--- config.mk ---
export PLATFORM = sky130hd
export DESIGN_NAME = dmem_miss_sequencer
export DESIGN_NICKNAME = d
export VERILOG_FILES = /design/src/rtl/dmem_pkg.sv /design/src/rtl/dmem_miss_sequencer.sv
export SDC_FILE = /design/constraint.sdc
export NUM_CORES = 1
export LEC_CHECK = 0
export CAP_MARGIN = 20
export CORE_MARGIN = 2
export CORE_UTILIZATION = 41
export CTS_CLUSTER_DIAMETER = 150
export DETAILED_ROUTE_END_ITERATION = 8
export GPL_TIMING_DRIVEN = 0
export PLACE_DENSITY = 0.82
export SYNTH_ARGS = -nofsm -noshare
export SYNTH_HDL_FRONTEND = slang
export SYNTH_SLANG_ARGS = --single-unit
--- constraint.sdc ---
create_clock -name clk -period 4.45 [get_ports clk]
set_input_delay 0.89 -clock clk [delete_from_list [all_inputs] [get_ports clk]]
set_output_delay 0.89 -clock clk [all_outputs]
set_load 0.01 [all_outputs]
--- src/rtl/dmem_pkg.sv ---
// dmem_pkg: shared state type and line sizing for the data-cache miss sequencer
package dmem_pkg;
   typedef enum logic [1:0] {IDLE, WB, FILL, DONE} miss_state_t;
   localparam int LINE_WORDS  = 4;
   localparam int WORD_BITS   = $clog2(LINE_WORDS);
   localparam int OFFSET_BITS = WORD_BITS + 2;
endpackage

--- src/rtl/dmem_miss_sequencer.sv ---
// dmem_miss_sequencer: services lane-0 then lane-1 data-cache misses (writeback, refill, tag install) over one memory word port
module dmem_miss_sequencer #(
   parameter int LINE_WORDS = dmem_pkg::LINE_WORDS,
   parameter int ADDR_W     = 32
) (
   input  logic                          clk,
   input  logic                          reset,
   input  logic                          memread0_mem,
   input  logic                          memwrite0_mem,
   input  logic                          memread1_mem,
   input  logic                          memwrite1_mem,
   input  logic [ADDR_W-1:0]             addr0_mem,
   input  logic [ADDR_W-1:0]             addr1_mem,
   input  logic                          cache_hit0_mem,
   input  logic                          cache_hit1_mem,
   input  logic                          valid_dirty0_mem,
   input  logic                          valid_dirty1_mem,
   input  logic [ADDR_W-1:0]             victim_addr0_mem,
   input  logic [ADDR_W-1:0]             victim_addr1_mem,
   input  logic [31:0]                   cache_rdata,
   input  logic                          mem_ready,
   input  logic [31:0]                   mem_rdata,
   output logic                          stall_latch_mem,
   output logic                          mem_req,
   output logic                          mem_we,
   output logic [ADDR_W-1:0]             mem_addr,
   output logic [31:0]                   mem_wdata,
   output logic                          cache_lane,
   output logic [$clog2(LINE_WORDS)-1:0] cache_word,
   output logic                          cache_fill_we,
   output logic                          cache_fill_done,
   output logic [31:0]                   miss_count
);
   import dmem_pkg::*;
   localparam int BEAT_W = $clog2(LINE_WORDS);
   localparam logic [ADDR_W-1:0] OFF_MASK = ADDR_W'(LINE_WORDS * 4 - 1);
   miss_state_t state, state_nx;
   logic [BEAT_W-1:0] beat;
   logic [ADDR_W-1:0] miss_base, victim_base;
   logic lane, need0, need1, sel, beat_last, unused_ok;
   assign need0     = (memread0_mem | memwrite0_mem) & ~cache_hit0_mem;
   assign need1     = (memread1_mem | memwrite1_mem) & ~cache_hit1_mem;
   assign sel       = ~need0;
   assign beat_last = mem_ready && (beat == BEAT_W'(LINE_WORDS - 1));
   // refill data goes straight from memory into the cache array
   assign unused_ok = ^mem_rdata;
   always_ff @(posedge clk or posedge reset)
      if (reset) state <= IDLE;
      else       state <= state_nx;
   always_comb begin
      state_nx = state;
      case (state)
         IDLE:    if (need0 | need1) state_nx = (sel ? valid_dirty1_mem : valid_dirty0_mem) ? WB : FILL;
         WB:      if (beat_last) state_nx = FILL;
         FILL:    if (beat_last) state_nx = DONE;
         default: state_nx = IDLE;
      endcase
   end
   // beat wraps to zero after the last word, so WB hands FILL a cleared counter
   always_ff @(posedge clk or posedge reset)
      if (reset) begin
         beat        <= '0;
         lane        <= 1'b0;
         miss_base   <= '0;
         victim_base <= '0;
         miss_count  <= '0;
      end else begin
         if (state == IDLE && (need0 | need1)) begin
            lane        <= sel;
            miss_base   <= (sel ? addr1_mem : addr0_mem) & ~OFF_MASK;
            victim_base <= sel ? victim_addr1_mem : victim_addr0_mem;
            beat        <= '0;
         end
         if ((state == WB || state == FILL) && mem_ready) beat <= beat + 1'b1;
         if (state == DONE) miss_count <= miss_count + 32'd1;
      end
   always_comb begin
      stall_latch_mem = (state == IDLE) ? (need0 | need1) : 1'b1;
      mem_req         = (state == WB) || (state == FILL);
      mem_we          = state == WB;
      mem_addr        = ((state == WB) ? victim_base : miss_base) + {{(ADDR_W-BEAT_W-2){1'b0}}, beat, 2'b00};
      cache_fill_we   = (state == FILL) && mem_ready;
      cache_fill_done = state == DONE;
   end
   assign mem_wdata  = cache_rdata;
   assign cache_lane = lane;
   assign cache_word = beat;
endmodule

==> impl_metrics.tcl <==
set metrics [dict create \
    finalMaxSlewViolations 0 \
    holdPathStages 2 \
    crit_fanout 14 \
    die_x_um 126 \
    combPwrFrac_pct 49.2 \
    syn_inst 629 \
    clk_latency_ns 0.35 \
    cts_buffers 9 \
    antenna_cells 0 \
    area_growth_pct 49.4 \
    peakVddDrop_uv 191 \
    syn_area_um2 6100 \
    fillers 1236 \
    finalHoldViolCount 0 \
    dieArea_um2 15900 \
    cts_tree "built" \
    hp-start "victim_base[3]" \
    ys.warnings.count 0 \
    mostFrequentLayoutCells "clkdlybuf4s50_1 (215), dfrtp_1 (96), nand2_1 (92)" \
    crit_chain "ha_2 > buf_6 > buf_12 > buf_12 > and2_1 > ha_2 > fa_2 > inv_1 > a21oi_4 > nand4_1 > buf_4 > nor3_2 > xnor2_1 > mux2i_1 > buf_2" \
    synth_enable_flop_cells 0 \
    rsz0062_at_grt "true" \
    clk_pin_slew_ns 0.07 \
    htree_levels 3 \
    power_density_nw_per_um2 514 \
    ys_types 50 \
    switchingPower_mw 1.85 \
    rr_startpoint "state[0]" \
    slew_headroom_pct 38.3 \
    viasPerCell 5.14 \
    drc 0 \
    wl_per_cell_um 17.1 \
    grt_overflow 0 \
    crit_required_ns 3.56 \
    grt_pass1_vias 5554 \
    slowest_stage "dfrtp_1" \
    portBuffers 234 \
    crit_path_end_kind "output port" \
    multiInputGateArea_um2 3280 \
    cpPeakStageDelay_ns 0.49 \
    worst_pin_slew_ns 0.926 \
    num_vias 5504 \
    die_h_um 126 \
    skew_ns 0.00522 \
    clock.fmax_mhz 230 \
    drt_wl_total_mm 18.3 \
    status "completed" \
    dp_cells 1048 \
    finalPower_mw 4.68 \
    final_nets 1096 \
    ys_async_sr_fraction_pct 100 \
    critPathLaunchType "register" \
    synth_fp_nets 843 \
    internal-power_mw 2.84 \
    seqPwrFrac_pct 33.2 \
    hold_path_class "reg -> reg" \
    drive_gt1_share_pct 11.3 \
    grt_start_max_net_pins 60 \
    p_sw_share_pct 39.4 \
    arrival_ns 3.46 \
    core-area_um2 14500 \
    place_area_um2 8700 \
    dp_hpwl_mm 13.6 \
    hold-path-endpoint "victim_base[3]" \
    grt_pass1_wl_mm 28.5 \
    r2r-end "miss_count[16]" \
    regArea_um2 2430 \
    fin_cells 1071 \
    design_area_um2 9110 \
    worstSetupPathType "reg -> out" \
    syn_area_per_cell_um2 9.70 \
    ant_nets 0 \
    cts_root_buf "clkbuf_16" \
    gp_congestion 0.881 \
    fp-row-count 44 \
    drt_iter0_drc 349 \
    ys.flop_type "dfrtp_1" \
    mostFrequentLayoutCell "clkdlybuf4s50_1" \
    ff2ff_path_depth 7 \
    drv_cap 0 \
    antenna_found_initial 0 \
    io_pins 307 \
    cts.sinks 97 \
    clockPowerShare_pct 17.6 \
    setup_violations 0 \
    drt_pass1_iterations 5 \
    track_usage_pct 22.6 \
    leakage_nw 4.10 \
    synth_seq_cells 97 \
    finalWorstPathRequiredPeriod_ns 4.35 \
    cts_buffer_depth 2 \
    start_util_pct 42.0 \
    reg2reg_slack_ns 2.17 \
    finalCritPeriodShare_pct 97.7 \
    seq_area_frac_synth_pct 39.8 \
]
==> worst max path at each step <==
stage / slack (ns) / end / cells after the start / start
2_1_floorplan: 0.51 / mem_addr[22] / 16 / state[1]
3_3_place_gp: -0.59 / mem_addr[28] / 17 / state[1]
3_5_place_dp: -0.67 / mem_addr[28] / 17 / state[1]
4_1_cts: 0.01 / mem_addr[20] / 16 / state[1]
5_1_grt: -0.11 / mem_addr[20] / 16 / state[1]
6_report: 0.10 / mem_addr[20] / 15 / state[0]
==> stage by stage <==
step | setup slack (ns) | setup TNS, ns | util (%) | hold slack (ns)
2_1_floorplan | 0.508 | 0 | - | 0.442
3_3_place_gp | -0.594 | -64.22 | 59.7 | 0.453
3_5_place_dp | -0.668 | -9.93 | 59.9 | 0.463
4_1_cts | 0.0135 | 0 | 62.4 | 0.477
5_1_grt | -0.114 | -0.114 | 62.7 | 0.506
6_report | 0.103 | 0 | 62.7 | 0.474
==> cell usage after synthesis (all sizes together), types with 7 or more instances <==
cell type	n	share of area, %
a21oi	10	1.0
nand2	92	5.7
buf	43	5.3
xor2	18	2.6
nand3	30	2.7
inv	9	0.55
nor3	8	1.2
nor2	24	1.5
dfrtp	97	40
mux2i	85	14
xnor2	45	6.5
and2	7	0.72
nand4	17	1.7
clkbuf	17	1.0
o21ai	70	5.7
ha	10	2.1
==> worst max-delay path, delay by kind of cell (launching register included) <==
kind / cells / cell delay (ns)
adder cells (fa/ha/maj): 3 / 0.71
AO/OA/AOI/OAI: 1 / 0.23
AND/OR/NAND/NOR: 3 / 0.47
multiplexers: 1 / 0.20
XOR/XNOR: 1 / 0.11
flip-flops: 1 / 0.49
buffers and inverters: 6 / 0.88
==> power by group through the flow <==
stage / Sequential [mW] / Clock (mW) / Combinational (mW)
floorplan: 1.48 / 0 / 1.30
global placement: 1.54 / 0 / 2.25
detailed placement: 1.56 / 0 / 2.32
CTS: 1.55 / 0.837 / 2.31
global route: 1.60 / 0.873 / 2.51
finish: 1.55 / 0.822 / 2.31
==> area by class of cell <==
class                   instances  share of cell area (%)
inverters                       9                   0.398
clock buffers                  13                    2.64
well taps                     184                    2.53
multi-input cells             463                    36.0
repair buffers                244                    26.8
clock inverters                 3                   0.714
flip-flops and latches         97                    26.6
plain buffers                  58                    4.30
==> routing by layer <==
layer	share of wire, %	vias to the layer above	track usage [%]
met1	42	2622	28.1
met3	7.2	23	5.14
met2	49	209	38.6
met4	2.0	0	8.14
li1	-	2650	-
met5	0	-	0
==> state kept, by name, summed over array words and instances, names as in the netlist <==
name and cells:
cache_lane 1, state 2, miss_count 32, miss_base 28, victim_base 32, cache_word 2
==> logic make-up (layout without fill, tap and decap cells) <==
group / Yosys count / in the layout / share of synthesized area (%)
AOI/OAI and AO/OA: 93 / 93 / 8.78
xor gates and xnor gates: 63 / 63 / 9.05
adders and majority gates: 11 / 11 / 2.38
buffers and inverters: 69 / 327 / 6.91
DFF: 97 / 97 / 39.8
and+or+nand+nor: 206 / 206 / 18.1
muxes: 90 / 90 / 14.9
==> repair_timing <==
action / CTS / global route
gates cloned: 1 / 0
buffers inserted: 5 / 3
hold buffers: 0 / 0
setup endpoints to repair: 29 / 15
pin swaps: 2 / 2
endpoints found under the hold margin: 0 / 0
gates resized for setup: 27 / 13
Note: power is estimated with default switching activity, not from simulation.
==> patch (config.mk and constraints unchanged) <==
`ADDR_W`: 32 -> 64.
--- a/src/rtl/dmem_miss_sequencer.sv
+++ b/src/rtl/dmem_miss_sequencer.sv
@@ -1,7 +1,7 @@
 // dmem_miss_sequencer: services lane-0 then lane-1 data-cache misses (writeback, refill, tag install) over one memory word port
 module dmem_miss_sequencer #(
    parameter int LINE_WORDS = dmem_pkg::LINE_WORDS,
-   parameter int ADDR_W     = 32
+   parameter int ADDR_W     = 64
 ) (
    input  logic                          clk,
    input  logic                          reset,
Interface: changed (5 resized); port bits go from 307 to 467. The function was not compared with the original's and may differ.
==> patch against the original RTL <==
  * The flow now finishes with violations (setup timing)
  * Die area increased by 69%
  * Power increased by 88%
  * Routed wire length increased by 120%
  * Setup slack got worse by 0.12 ns
  * Sequential share of layout area decreased by 2.4 points
  * Non-clock buffer count increased by 253
  * Sequential cell count increased by 64
  * Cell area increased by 82%
  * Core utilization increased by 3.3 points
  * Area after synthesis increased by 72%
==> patch: results (changes against the original RTL) <==
- RD Place Congestion: 0.900 (+2.2%)
* Clock-pin transition on the worst setup and hold timing paths: 0.07 ns (about the same)
- In the final layout, the registers with the most flip-flops are victim_base (64), miss_base (60), miss_count (32).
- The post-route worst setup slack came to -0.0188 ns (-0.121 ns).
* Highest cell delay on the worst timing path: 0.40 ns (-0.09 ns)
- The mux share of post-synthesis cell area is 17.5% (+2.6 points).
- Maximum fanout encountered on the critical timing path: 6 (-8)
* Total of cells resized after clock tree synthesis: 256 (+850%)
- The met1 layer usage reported by global route was 36.6% (+8.5 points).
- The source-to-sink clock delay at the later pin of the worst-skew pair was 0.42 ns (+0.07 ns).
* Reported sequential group power: 2730 uW (+76%)
* Number of global-route vias before repair: 11100 (+100%)
- Run status: finished with violations
* Arithmetic-cell share of the synthesized area counting full adders, half adders and majority gates: 1.38% (-1.0 points)
- Overall global routing resource usage: 30.1% (+7.5 points)
- Share of the synthesized area in compound gates (AO/OA/AOI/OAI): 10.1% (+1.3 points)
- The static leakage was 0.00746 uW (+82%).
* Switching power of the nets: 3820 uW (+110%)
- Met3 WL post-DR: 3.55 mm (+170%)
- The power in the clock group was 1470 uW (+79%).
- Total of buffers placed on input and output ports: 394 (+68%)
- Setup Total Neg Slack: -0.0188 ns (-0.0188 ns)
* Top area cells in the synthesized netlist: dfrtp_1, mux2i_1, nand2_1
- Share of cells above drive strength 1: 15.6% (+4.4 points)
- GR Util met3: 7.53% (+2.4 points)
* Clock buffer count from CTS: 17 (+8)
* Wire length on met2: 20.1 mm (+120%)
- Pre-CTS setup slack: -2.10 ns (-1.44 ns)
- The actual transition at the worst max-transition pin is 1.05 ns (+0.121 ns).
* Unique cell type count in the Yosys netlist: 49 (-2.0%)
- The final reports fail on setup timing.
- The post-CTS setup-driven buffer insertion count was 48 (+43).
- The met2 layer usage reported by global route came to 51.6% (+13 points).
- The commonest cells after synthesis are nand2_1, mux2i_1, dfrtp_1, o21ai_0, xnor2_1.
- The sequential element share of the synthesized area is 38.4% (-1.4 points).
- The xor and xnor fraction of the mapped netlist area was 7.77% (-1.3 points).
- The net count reported at finish came to 1960 (+79%).
- The violation count after the first detailed-routing iteration is 777 (+120%).
- The number of levels in the clock H-tree was 4 (+1).
- The largest clock skew in the final design is 0.00845 ns (+0.00323 ns).
- Largest net degree at the start of global routing: 45 (-25%)
- The final routed wirelength across all metal layers came to 41.0 mm (+120%).
- Final number of setup-violating endpoints: 1 (+1)
-- patch: final timing paths --
kind,from,to,slack (ns),cells after the start
setup / recovery,state[1],mem_addr[54],-0.02,17
hold / removal,victim_base[3],victim_base[3],0.48,2
setup reg to reg,state[0],victim_base[37],1.01,9
hold reg to reg,victim_base[3],victim_base[3],0.48,2
max in group asynchronous,reset,miss_base[57],2.49,4
min in group asynchronous,reset,state[1],0.98,2
-- patch: layout make-up --
class                           count  area, um2
Multi-Input combinational cell    878       6540
Clock inverter                     11        130
Inverter                            5       22.5
Buffer                             95        604
Fill cell                        2041       8570
Tap cell                          330        413
Timing Repair Buffer              460       4420
Clock buffer                       21        450
Sequential cell                   161       4030
-- patch: per-stage QoR --
stage	total power (uW)	std cells	cell area [um2]
2_1_floorplan	5000	1142	10500
3_3_place_gp	7100	1866	14900
3_5_place_dp	7240	1869	14900
4_1_cts	8730	1950	16400
5_1_grt	9310	1961	16600
6_report	8820	1961	16600
